$ cat src/rtl/axi_traffic_gen.sv
// axi_traffic_gen: AXI burst initiator that measures write/read throughput on one mesh port
module axi_traffic_gen #(
  parameter int unsigned ID = 0,
  parameter int ID_WIDTH = 5,
  parameter int ADDR_WIDTH = 16,
  parameter int DATA_WIDTH = 8,
  parameter int MAX_OUTSTANDING = 4
) (
  input  logic                  aclk,
  input  logic                  areset,
  input  logic                  start,
  input  logic [15:0]           cfg_num_wr,
  input  logic [15:0]           cfg_num_rd,
  input  logic [7:0]            cfg_len,
  input  logic [ADDR_WIDTH-1:0] cfg_base,
  input  logic [ADDR_WIDTH-1:0] cfg_stride,
  output logic                  awvalid,
  output logic [ID_WIDTH-1:0]   awid,
  output logic [ADDR_WIDTH-1:0] awaddr,
  output logic [7:0]            awlen,
  output logic [2:0]            awsize,
  output logic [1:0]            awburst,
  input  logic                  awready,
  output logic                  wvalid,
  output logic [DATA_WIDTH-1:0] wdata,
  output logic [DATA_WIDTH-1:0] wstrb,
  output logic                  wlast,
  input  logic                  wready,
  input  logic                  bvalid,
  input  logic [ID_WIDTH-1:0]   bid,
  output logic                  bready,
  output logic                  arvalid,
  output logic [ID_WIDTH-1:0]   arid,
  output logic [ADDR_WIDTH-1:0] araddr,
  output logic [7:0]            arlen,
  output logic [2:0]            arsize,
  output logic [1:0]            arburst,
  input  logic                  arready,
  input  logic                  rvalid,
  input  logic [ID_WIDTH-1:0]   rid,
  input  logic [DATA_WIDTH-1:0] rdata,
  input  logic                  rlast,
  output logic                  rready,
  output logic                  busy,
  output logic                  done,
  output logic [31:0]           cycles,
  output logic [15:0]           wr_resp_cnt,
  output logic [31:0]           rd_beat_cnt,
  output logic [15:0]           err_cnt
);
  localparam int CW = $clog2(MAX_OUTSTANDING + 1);
  localparam logic [CW-1:0] MAX_O = CW'(MAX_OUTSTANDING);
  localparam logic [ID_WIDTH-1:0] MY_ID = ID_WIDTH'(ID);
  typedef enum logic [1:0] {W_IDLE, W_ADDR, W_DATA, W_WAIT} wr_state_t;
  typedef enum logic [1:0] {R_IDLE, R_ADDR, R_WAIT} rd_state_t;
  wr_state_t wr_state;
  rd_state_t rd_state;
  logic [15:0] num_wr, num_rd, wr_issued, rd_issued;
  logic [ADDR_WIDTH-1:0] stride;
  logic [CW-1:0] wr_infl, rd_infl;
  logic [7:0] wbeat, rbeat;
  logic [DATA_WIDTH-1:0] wk;
  logic launch, aw_hs, w_hs, ar_hs, b_hs, r_hs, b_ret, r_ret, b_err, r_err, finish;
  logic [16:0] err_sum;
  logic unused_rdata;
  assign unused_rdata = ^rdata;
  assign awid = MY_ID;
  assign arid = MY_ID;
  assign awsize = 3'($clog2(DATA_WIDTH / 8));
  assign arsize = awsize;
  assign awburst = 2'b01;
  assign arburst = 2'b01;
  assign arlen = awlen;
  assign wstrb = '1;
  assign bready = !areset;
  assign rready = !areset;
  assign launch = start && !busy;
  assign aw_hs = awvalid && awready;
  assign w_hs = wvalid && wready;
  assign ar_hs = arvalid && arready;
  assign b_hs = bvalid && bready;
  assign r_hs = rvalid && rready;
  assign b_ret = b_hs && wr_infl != '0;
  assign b_err = b_hs && (bid != MY_ID || wr_infl == '0);
  assign r_ret = r_hs && rd_infl != '0 && (rlast || rbeat == awlen);
  assign r_err = r_hs && (rid != MY_ID || rd_infl == '0 || rlast != (rbeat == awlen));
  assign finish = busy && wr_state == W_WAIT && rd_state == R_WAIT && wr_infl == '0 && rd_infl == '0;
  assign err_sum = {1'b0, err_cnt} + 17'(b_err) + 17'(r_err);
  // run control, shared configuration and statistics counters
  always_ff @(posedge aclk)
    if (areset) begin
      busy <= 1'b0;
      done <= 1'b0;
      cycles <= '0;
      wr_resp_cnt <= '0;
      rd_beat_cnt <= '0;
      err_cnt <= '0;
      awlen <= '0;
      stride <= '0;
    end else begin
      done <= finish;
      if (launch) begin
        busy <= 1'b1;
        cycles <= '0;
        wr_resp_cnt <= '0;
        rd_beat_cnt <= '0;
        err_cnt <= '0;
        awlen <= cfg_len;
        stride <= cfg_stride;
      end else begin
        if (finish) busy <= 1'b0;
        if (busy && cycles != '1) cycles <= cycles + 32'd1;
        wr_resp_cnt <= wr_resp_cnt + 16'(b_hs);
        rd_beat_cnt <= rd_beat_cnt + 32'(r_hs);
        err_cnt <= err_sum[16] ? '1 : err_sum[15:0];
      end
    end
  // write FSM: one AW, then its W beats, repeated; in-flight gated by outstanding B
  always_ff @(posedge aclk)
    if (areset) begin
      wr_state <= W_IDLE;
      awvalid <= 1'b0;
      awaddr <= '0;
      wvalid <= 1'b0;
      wdata <= '0;
      wlast <= 1'b0;
      wbeat <= '0;
      wk <= '0;
      num_wr <= '0;
      wr_issued <= '0;
      wr_infl <= '0;
    end else begin
      wr_infl <= wr_infl + CW'(aw_hs) - CW'(b_ret);
      case (wr_state)
        W_IDLE: if (launch) begin
          wr_state <= cfg_num_wr == '0 ? W_WAIT : W_ADDR;
          awaddr <= cfg_base;
          num_wr <= cfg_num_wr;
          wr_issued <= '0;
          wk <= '0;
        end
        W_ADDR: if (aw_hs) begin
          awvalid <= 1'b0;
          wvalid <= 1'b1;
          wdata <= wk;
          wbeat <= '0;
          wlast <= awlen == '0;
          wr_issued <= wr_issued + 16'd1;
          wr_state <= W_DATA;
        end else awvalid <= awvalid || wr_infl < MAX_O;
        W_DATA: if (w_hs) begin
          wdata <= wdata + 1'b1;
          wbeat <= wbeat + 8'd1;
          wlast <= wbeat + 8'd1 == awlen;
          if (wlast) begin
            wvalid <= 1'b0;
            wk <= wk + 1'b1;
            awaddr <= awaddr + stride;
            wr_state <= wr_issued == num_wr ? W_WAIT : W_ADDR;
          end
        end
        W_WAIT: if (finish) wr_state <= W_IDLE;
      endcase
    end
  // read FSM: AR bursts gated by outstanding RLASTs, plus R framing beat counter
  always_ff @(posedge aclk)
    if (areset) begin
      rd_state <= R_IDLE;
      arvalid <= 1'b0;
      araddr <= '0;
      num_rd <= '0;
      rd_issued <= '0;
      rd_infl <= '0;
      rbeat <= '0;
    end else begin
      rd_infl <= rd_infl + CW'(ar_hs) - CW'(r_ret);
      if (r_hs && rd_infl != '0) rbeat <= r_ret ? '0 : rbeat + 8'd1;
      case (rd_state)
        R_IDLE: if (launch) begin
          rd_state <= cfg_num_rd == '0 ? R_WAIT : R_ADDR;
          araddr <= cfg_base;
          num_rd <= cfg_num_rd;
          rd_issued <= '0;
        end
        R_ADDR: if (ar_hs) begin
          arvalid <= 1'b0;
          araddr <= araddr + stride;
          rd_issued <= rd_issued + 16'd1;
          if (rd_issued + 16'd1 == num_rd) rd_state <= R_WAIT;
        end else arvalid <= arvalid || rd_infl < MAX_O;
        R_WAIT: if (finish) rd_state <= R_IDLE;
        default: rd_state <= R_IDLE;
      endcase
    end
endmodule
$ cat config.mk
export PLATFORM = sky130hd
export DESIGN_NAME = axi_traffic_gen
export DESIGN_NICKNAME = d
export VERILOG_FILES = /design/src/rtl/axi_traffic_gen.sv
export SDC_FILE = /design/constraint.sdc
export NUM_CORES = 1
export LEC_CHECK = 0
export BUFFER_PORTS_ARGS = -buffer_cell sky130_fd_sc_hd__buf_4
export CORE_MARGIN = 4
export CORE_UTILIZATION = 45
export CTS_CLUSTER_SIZE = 30
export DETAILED_ROUTE_END_ITERATION = 16
export PLACE_DENSITY = 0.77
export REMOVE_ABC_BUFFERS = 1
export SLEW_MARGIN = 20
export SYNTH_ARGS = -nofsm -noshare
export SYNTH_HDL_FRONTEND = slang
export SYNTH_SLANG_ARGS = --single-unit
$ cat constraint.sdc
create_clock -name aclk -period 5.15 [get_ports aclk]
set_input_delay 1.03 -clock aclk [delete_from_list [all_inputs] [get_ports aclk]]
set_output_delay 1.03 -clock aclk [all_outputs]
set_load 0.02 [all_outputs]
Yosys cells after proc, flatten, opt, wreduce, memory -nomap -nowiden
Index checks and enable logic that the tools add are counted.
- input port bits: 99
- register bits: 264
- word-level logic and storage cells: 162
- output and inout bits: 188
- muxes and demuxes: 47
- add/sub/neg operators: 17
- reductions and logical operators: 50
- order comparisons: 2
- equality and inequality tests: 20
- operators by type and width (cell ; count):
    16-bit two-way mux ; 8
    16-bit case mux with 2 select lines ; 4
    8-bit two-way mux ; 8
    8-bit case mux with 2 select lines ; 3
    16-bit by 1-bit adder with 16-bit output, second input constant ; 2
    16-bit adder ; 2
    32-bit by 1-bit adder with 32-bit output ; 1
    32-bit by 1-bit adder with 32-bit output, second input constant ; 1
    8-bit by 1-bit adder with 8-bit output, second input constant ; 4
    16-bit == test ; 2
    16-bit zero test ; 2
    32-bit != test, second input constant ; 1
    2-bit two-way mux ; 11
    2-bit != test, second input constant ; 9
    16-bit by 1-bit adder with 17-bit output ; 1
    17-bit by 1-bit adder with 17-bit output ; 1
    16-bit by 1-bit adder with 16-bit output ; 1
    8-bit == test ; 2
    1-bit logical AND ; 16
    4-bit AND reduction ; 3
    2-bit nonzero test ; 5
    5-bit nonzero test ; 2
    1-bit two-way mux ; 9
    3-bit AND reduction ; 3
    other kinds (18) ; 35

Longest topological paths before layout
Gate-level depths: netlist of the first run.
- word-level depth: 7
- mapped depth: 14
- depth with buffers taken out: 14

Least setup slack after synthesis of the first run
No wires, ideal clock.
- path kind: input to register
- start: input port rlast
- end: register err_cnt[10]
- data arrival time: 3.442 ns
- setup slack: 1.576 ns
- library setup time: 0.133 ns
- stages: 12
- buffers on the path: 1
- required time: 5.017 ns
- cell sequence: inv_1 > ha_1 > or4_1 > o41ai_1 > fa_1 > inv_1 > ha_1 > and3_1 > nand3_1 > or3_1 > clkbuf_1 > a21oi_1
- word-level cells in the longest chain between the ends: 5
- ends and longest elaborated chain (item ; RTL line ; RTL):
    start, declared ; 42 ; input logic rlast,
    1-bit != test ; 86 ; assign r_err = r_hs && (rid != MY_ID || rd_infl == '0 || rlast != (rbeat == awlen));
    1-bit logical OR ; 86 ;
    1-bit logical AND ; 86 ;
    17-bit by 1-bit adder with 17-bit output ; 88 ; assign err_sum = {1'b0, err_cnt} + 17'(b_err) + 17'(r_err);
    16-bit two-way mux ; 115 ; err_cnt <= err_sum[16] ? '1 : err_sum[15:0];
    end signal, assigned ; 115 ;
    end, declared ; 49 ; output logic [15:0] err_cnt
Every way passes these cells.
A chain may end at the register's enable or synchronous reset.

Final worst setup path of the first run
- start: register awlen[7], in the netlist arlen[7]
- end: register err_cnt[4]
- word-level cells in the longest chain between the ends: 6
- ends and longest elaborated chain (item ; RTL line ; RTL):
    start, declared ; 20 ; output logic [7:0] awlen,
    start signal, assigned ; 108 ; awlen <= cfg_len;
    8-bit == test ; 86 ;
    1-bit != test ; 86 ;
    1-bit logical OR ; 86 ;
    1-bit logical AND ; 86 ;
    17-bit by 1-bit adder with 17-bit output ; 88 ;
    16-bit two-way mux ; 115 ;
Every way passes these cells.

==> results.yml, run 1 <==
pwr:
  ir_worst_vdd_mv: 0.248
  total_power_mw: 4.85
  p_per_area_nw_per_um2: 291
  p_leak_nw: 6.93
global_routing:
  grt_pass1_wl_mm: 59.4
  grt_usage_pct: 20.9
  grt_max_degree: 76
  antenna_found_initial: 0
  grt_overflow: 0
  grt_pass1_vias: 12000
clock_network:
  root_buffer: "clkbuf_16"
  clk_latency_ns: 0.54
  post_cts_buffers: 0
  cts.sink_count: 264
  post_cts_resized: 0
  cts_tree: "built"
  cts_max_level: 1
  cts_buffers: 29
  cts_hold_buf: 0
  clockBufferDepth: 3
  clk_pin_slew_ns: 0.06
logic_synthesis:
  synth.lib_cells_used.distinct: 71
  synth.avg_cell_area_um2: 8.06
  yosys_register_bits: 264
  mappedNetlistArea_um2: 13800
  ys_seq_area_share_pct: 38.3
  yosys-top-cells-area: "dfxtp_1 38%, xor2_1 7.6%, nand2_1 6.5%"
  syn_inst: 1711
  yosys.area.top_type: "dfxtp_1"
  yosys_warnings: 0
  synth_edf_count: 0
  synth_flop_cell: "dfxtp_1"
  synth-async-reset-ratio_pct: 0
  synth_commonest_cells: "264 x dfxtp_1, 239 x nand2_1, 212 x nor2_1, 155 x a21oi_1, 119 x xor2_1"
  synth.most_common_cell: "dfxtp_1"
  synth_top_area_share_pct: 38.3
timing:
  fin_crit_ns: 3.84
  finalHoldViolCount: 0
  finClkSkew_ns: 0.0124
  slew_violations: 0
  setup_viol: 0
  tns_ns: 0
  fmax_ghz: 0.260
  rsz0062_at_grt: "false"
  min_period_over_period_pct: 74.6
  worst_pin_slew_ns: 1.07
  slew_headroom_pct: 28.4
worst_setup_path:
  critPathRequiredTime_ns: 5.53
  reg2reg_to: "err_cnt[4]$_SDFF_PP0_"
  cp_max_fo: 13
  crit_path_end_kind: "flop"
  worstSetupPathType: "flop to flop"
  reg2reg_from: "arlen[7]$_SDFFE_PP0P_"
  worst_r2r_path_depth: 13
  arrival_ns: 4.22
  critPathLaunchType: "flop"
  r2r_slack_ns: 1.31
worst_hold_path:
  hold_path.class: "flop to flop"
  holdPathEnd: "num_wr[14]$_SDFFE_PP0P_"
  hold_path_depth: 2
  worstHoldStart: "num_wr[14]$_SDFFE_PP0P_"
drt:
  num_vias: 12600
  wirelength_mm: 37.0
  drc: 0
  drtIter0Drc: 797
  antenna_left: 0
  drt-vias-per-instance: 5.41
  firstDrtPassIters: 5
  routedWlPerCell_um: 15.9
status:
  status: "finished clean"
placed_design:
  gp_congestion: 0.883
  portBuffers: 250
  placed_area_um2: 15800
  place_hpwl_mm: 27.0
floorplan:
  rows: 63
  design.die.area_um2: 33500
  start_util_pct: 46.0
  pin_count: 287
  die_h_um: 183
  die_w_um: 183
  core-area_um2: 30000
layout:
  diodes: 0
  synthToLayoutAreaGrowth_pct: 20.9
  final_layout_size_suffix_gt1_share_pct: 17.3
  postLayoutCellArea_um2: 16700
  fin_nets: 2071
flow_run:
  max_cap_violations: 0
==> flip-flops by register name, summed over array words and instances, names as in the netlist, 16 cells and up <==
name,flops
rd_beat_cnt,32
num_wr,16
num_rd,16
err_cnt,16
rd_issued,16
cycles,32
awaddr,16
wr_issued,16
stride,16
wr_resp_cnt,16
araddr,16
==> cell usage in the layout (no fill, tap or decap), drive strengths merged, types with 6 or more instances in the layout <==
cell    instances
conb           28
nand2         240
nor2b          23
o21a            8
nor4           24
dfxtp         264
a211oi         13
mux2i           8
and2           15
nor2          213
xnor2          66
and4           12
inv            32
nor3           41
and3           41
buf           265
a311oi         15
a21oi         155
a31oi           9
nor3b           9
o221ai          6
ha             47
a22oi           6
clkbuf         41
nand4          19
nand2b         13
o21ai          59
or3            16
nand3          70
xor2          119
==> where the power goes <==
part | total, mW | switching [mW] | internal (mW)
combinational | 0.707 | 0.423 | 0.283
clock | 1.94 | 0.809 | 1.13
sequential | 2.20 | 0.0815 | 2.12
==> metrics by stage <==
step	util [%]	instances	setup WS, ns	hold slack [ns]
after floorplan	-	1624	1.58	0.439
after global placement	52.7	2279	1.28	0.457
after detailed placement	52.7	2279	1.27	0.460
after CTS	55.7	2326	1.25	0.467
after global routing	55.7	2326	0.957	0.493
final	55.7	2326	1.31	0.466
==> critical path, cell delays in order, from the launching register on <==
cell and delay (ns):
dfxtp_1 0.55, xor2_1 0.13, nor4_1 0.28, nand2_1 0.16, ha_1 0.29, or4_1 0.41, o41ai_1 0.36, fa_1 0.27
inv_1 0.05, ha_1 0.19, and3_1 0.21, nand3_1 0.23, or3_1 0.43, a21oi_1 0.12
==> layer usage <==
| metal | GRT usage [%] | part of all wire (%) |
|---|---|---|
| met5 | 0 | 0 |
| met4 | 5.96 | 2.7 |
| met3 | 2.72 | 6.4 |
| met2 | 35.9 | 48 |
| met1 | 27.7 | 43 |
==> cell type report <==
type	instances	area, µm²
inverters	31	116
clock buffers	41	811
fillers	2748	13300
multi-input cells	1329	7910
clock inverters	6	61.3
repair buffers	265	2000
well taps	390	488
flip-flops and latches	264	5290
==> worst max-delay path by stage <==
stage	startpoint	to	slack [ns]	cells past startpoint
after floorplan	arlen[6]$_SDFFE_PP0P_	err_cnt[0]$_SDFF_PP0_	1.58	13
final	arlen[7]$_SDFFE_PP0P_	err_cnt[4]$_SDFF_PP0_	1.31	13
after global routing	arlen[5]$_SDFFE_PP0P_	err_cnt[4]$_SDFF_PP0_	0.96	13
after CTS	arlen[7]$_SDFFE_PP0P_	err_cnt[4]$_SDFF_PP0_	1.25	13
after detailed placement	arlen[7]$_SDFFE_PP0P_	err_cnt[4]$_SDFF_PP0_	1.27	13
after global placement	arlen[7]$_SDFFE_PP0P_	err_cnt[10]$_SDFF_PP0_	1.28	13
==> cells by family after synthesis <==
logic type | after synthesis | synth area share (%)
and+or+nand+nor | 746 | 25.7
AOI/OAI and AO/OA | 309 | 13.3
DFF | 264 | 38.3
xor gates and xnor gates | 185 | 11.8
buffers and inverters | 144 | 5.15
adders and majority gates | 52 | 4.99
muxes | 9 | 0.662
other | 2 | 0.0545
(Power assumes the default switching activity.)
==> inputs of run 2 (changes only) <==
--- a/config.mk
+++ b/config.mk
@@ -10,7 +10,7 @@
 export CORE_UTILIZATION = 45
 export CTS_CLUSTER_SIZE = 30
 export DETAILED_ROUTE_END_ITERATION = 16
-export PLACE_DENSITY = 0.77
+export PLACE_DENSITY = 0.79
 export REMOVE_ABC_BUFFERS = 1
 export SLEW_MARGIN = 20
 export SYNTH_ARGS = -nofsm -noshare
==> constraint.sdc (replaced) <==
create_clock -name aclk -period 3.2 [get_ports aclk]
set_input_delay 0.64 -clock aclk [delete_from_list [all_inputs] [get_ports aclk]]
set_output_delay 0.64 -clock aclk [all_outputs]
set_load 0.02 [all_outputs]
==> run 2 against run 1 <==
Compared with the run above: the run now ends with setup timing left; largest cell class unchanged; via count increased by 2.7%; sequential share of layout area decreased by 0.71 points; sequential power increased by 60%; clock power increased by 67%; combinational power increased by 73%; sequential cell count unchanged.
==> results.yml, run 2 (synthesized netlist as in run 1, its figures left out) <==
worst_hold_path:
  hold_path_depth: 3
  hold_path.class: "primary input to flop"
layout:
  largestRegisters: "cycles (32), rd_beat_cnt (32)"
  post-route-util_pct: 57.0
  final_layout_size_suffix_gt1_share_pct: 19.7
  layout_commonest_cell: "buf_4"
  postLayoutCellArea_um2: 17100
  fin_nets: 2107
  layout_common_cells: "297 x buf_4, 262 x dfxtp_1, 238 x nand2_1"
  synthToLayoutAreaGrowth_pct: 23.7
drt:
  drc: 0
  drt-vias-per-instance: 5.47
  num_vias: 12900
  wirelength_mm: 38.2
  routedWlPerCell_um: 16.2
  firstDrtPassIters: 5
  antenna_left: 0
  drtIter0Drc: 865
timing:
  tns_ns: -0.0189
  fin_ws_ns: -0.0166
  slew_headroom_pct: 48.2
  finClkSkew_ns: 0.0175
  slew_violations: 0
  fin_crit_ns: 3.22
  fmax_ghz: 0.311
  worst_pin_slew_ns: 0.778
  min_period_over_period_pct: 101
  setup_viol: 2
  finalHoldViolCount: 0
  rsz0062_at_grt: "true"
worst_setup_path:
  critical_path.max_stage_delay_ns: 0.43
  arrival_ns: 3.63
  critPathLaunchType: "flop"
  critPathRequiredTime_ns: 3.61
  r2r_slack_ns: -0.02
  reg2reg_from: "arlen[1]$_SDFFE_PP0P_"
  path_cells: "xor2_1, nor4_2, nand2_1, ha_1, or4_4, o41ai_4, fa_2, inv_2, ha_4, and3_4, nand3_4, buf_6, nor2_2, xnor2_1, a21oi_1"
  crit_path_end_kind: "flop"
  cp_max_fo: 5
  crit_start: "arlen[1]$_SDFFE_PP0P_"
  worstSetupPathType: "flop to flop"
  cp-endpoint: "err_cnt[10]$_SDFF_PP0_"
  slowest_stage: "or4_4"
  reg2reg_to: "err_cnt[10]$_SDFF_PP0_"
  worst_r2r_path_depth: 15
pwr:
  total_power_mw: 8.00
  ir_worst_vdd_mv: 0.414
  p_seq_share_pct: 44.2
  p_sw_mw: 2.20
  pwr-share-clk_pct: 40.5
  p_int_mw: 5.80
  p_leak_nw: 7.14
  switching_share_pct: 27.5
  p_per_area_nw_per_um2: 469
  combinationalPowerShare_pct: 15.3
flow_run:
  max_cap_violations: 0
clock_network:
  root_buffer: "clkbuf_16"
  cts.sink_count: 264
  clk_latency_ns: 0.56
  cts_tree: "built"
  cts_buffers: 30
  clk_pin_slew_ns: 0.06
  cts_max_level: 1
  clockBufferDepth: 3
floorplan:
  pin_count: 287
  die_w_um: 183
  core-area_um2: 30000
  start_util_pct: 46.0
  die_h_um: 183
  rows: 63
  design.die.area_um2: 33500
status:
  status: "complete, but fails checks"
  violations: "setup timing"
placed_design:
  gp_congestion: 0.865
  place_hpwl_mm: 27.9
  placed_area_um2: 16000
  portBuffers: 250
  pre_cts_slack_ns: -0.325
global_routing:
  grt_usage_pct: 21.7
  grt_pass1_wl_mm: 61.7
  antenna_found_initial: 1
  grt_pass1_vias: 12800
  grt_max_degree: 73
  grt_overflow: 0
## run 2: worst min-delay path by stage
stage                            start                       to  slack [ns]
2_1_floorplan  num_rd[13]$_SDFFE_PP0P_  num_rd[13]$_SDFFE_PP0P_        0.44
3_3_place_gp    num_wr[3]$_SDFFE_PP0P_   num_wr[3]$_SDFFE_PP0P_        0.46
3_5_place_dp   num_wr[10]$_SDFFE_PP0P_  num_wr[10]$_SDFFE_PP0P_        0.46
4_1_cts                  cfg_stride[7]   stride[7]$_SDFFE_PP0P_        0.31
5_1_grt                 cfg_stride[13]  stride[13]$_SDFFE_PP0P_        0.33
6_report                 cfg_stride[7]   stride[7]$_SDFFE_PP0P_        0.33
## run 2: worst max-delay path, delay by kind of cell, from the launching register on
kind,cells,cell delay (ns)
buf+inv,2,0.17
simple gates,6,1.21
xor+xnor,2,0.30
flops,1,0.32
fa+ha+maj,3,0.74
compound gates,2,0.34
## run 2: through the flow
stage          instances  hold WS [ns]
2_1_floorplan       1624         0.439
3_3_place_gp        2313         0.460
3_5_place_dp        2313         0.461
4_1_cts             2363         0.311
5_1_grt             2364         0.327
6_report            2364         0.329
## run 2: repair_timing
item | in CTS | in global routing
setup endpoints to repair | 16 | 16
gates resized for setup | 13 | 8
pin swaps | 4 | 6
hold buffers | 0 | 0
buffers inserted | 1 | 1
## run 2: area by class of cell
cell class / instances / area [µm²]
clock inverters: 7 / 42.5
flip-flops and latches: 264 / 5290
multi-input cells: 1329 / 7990
well taps: 390 / 488
inverters: 31 / 116
fillers: 2645 / 12900
repair buffers: 300 / 2260
clock buffers: 42 / 877
diodes: 1 / 2.50
## run 2: per-layer routing
metal,GRT usage (%),up-vias,wire length (µm)
met1,28.4,6085,16200
met5,0,-,0
met2,37.6,452,18300
met3,2.78,69,2610
li1,-,6327,-
met4,6.62,0,1090
## run 2: power by group through the flow
stage                     registers, mW  clock network (mW)  logic [mW]
after global routing               3.55                3.43        1.35
final                              3.53                3.24        1.22
after detailed placement           3.60                   0        1.20
after CTS                          3.53                3.31        1.22
after floorplan                    3.65                   0       0.623
after global placement             3.60                   0        1.17
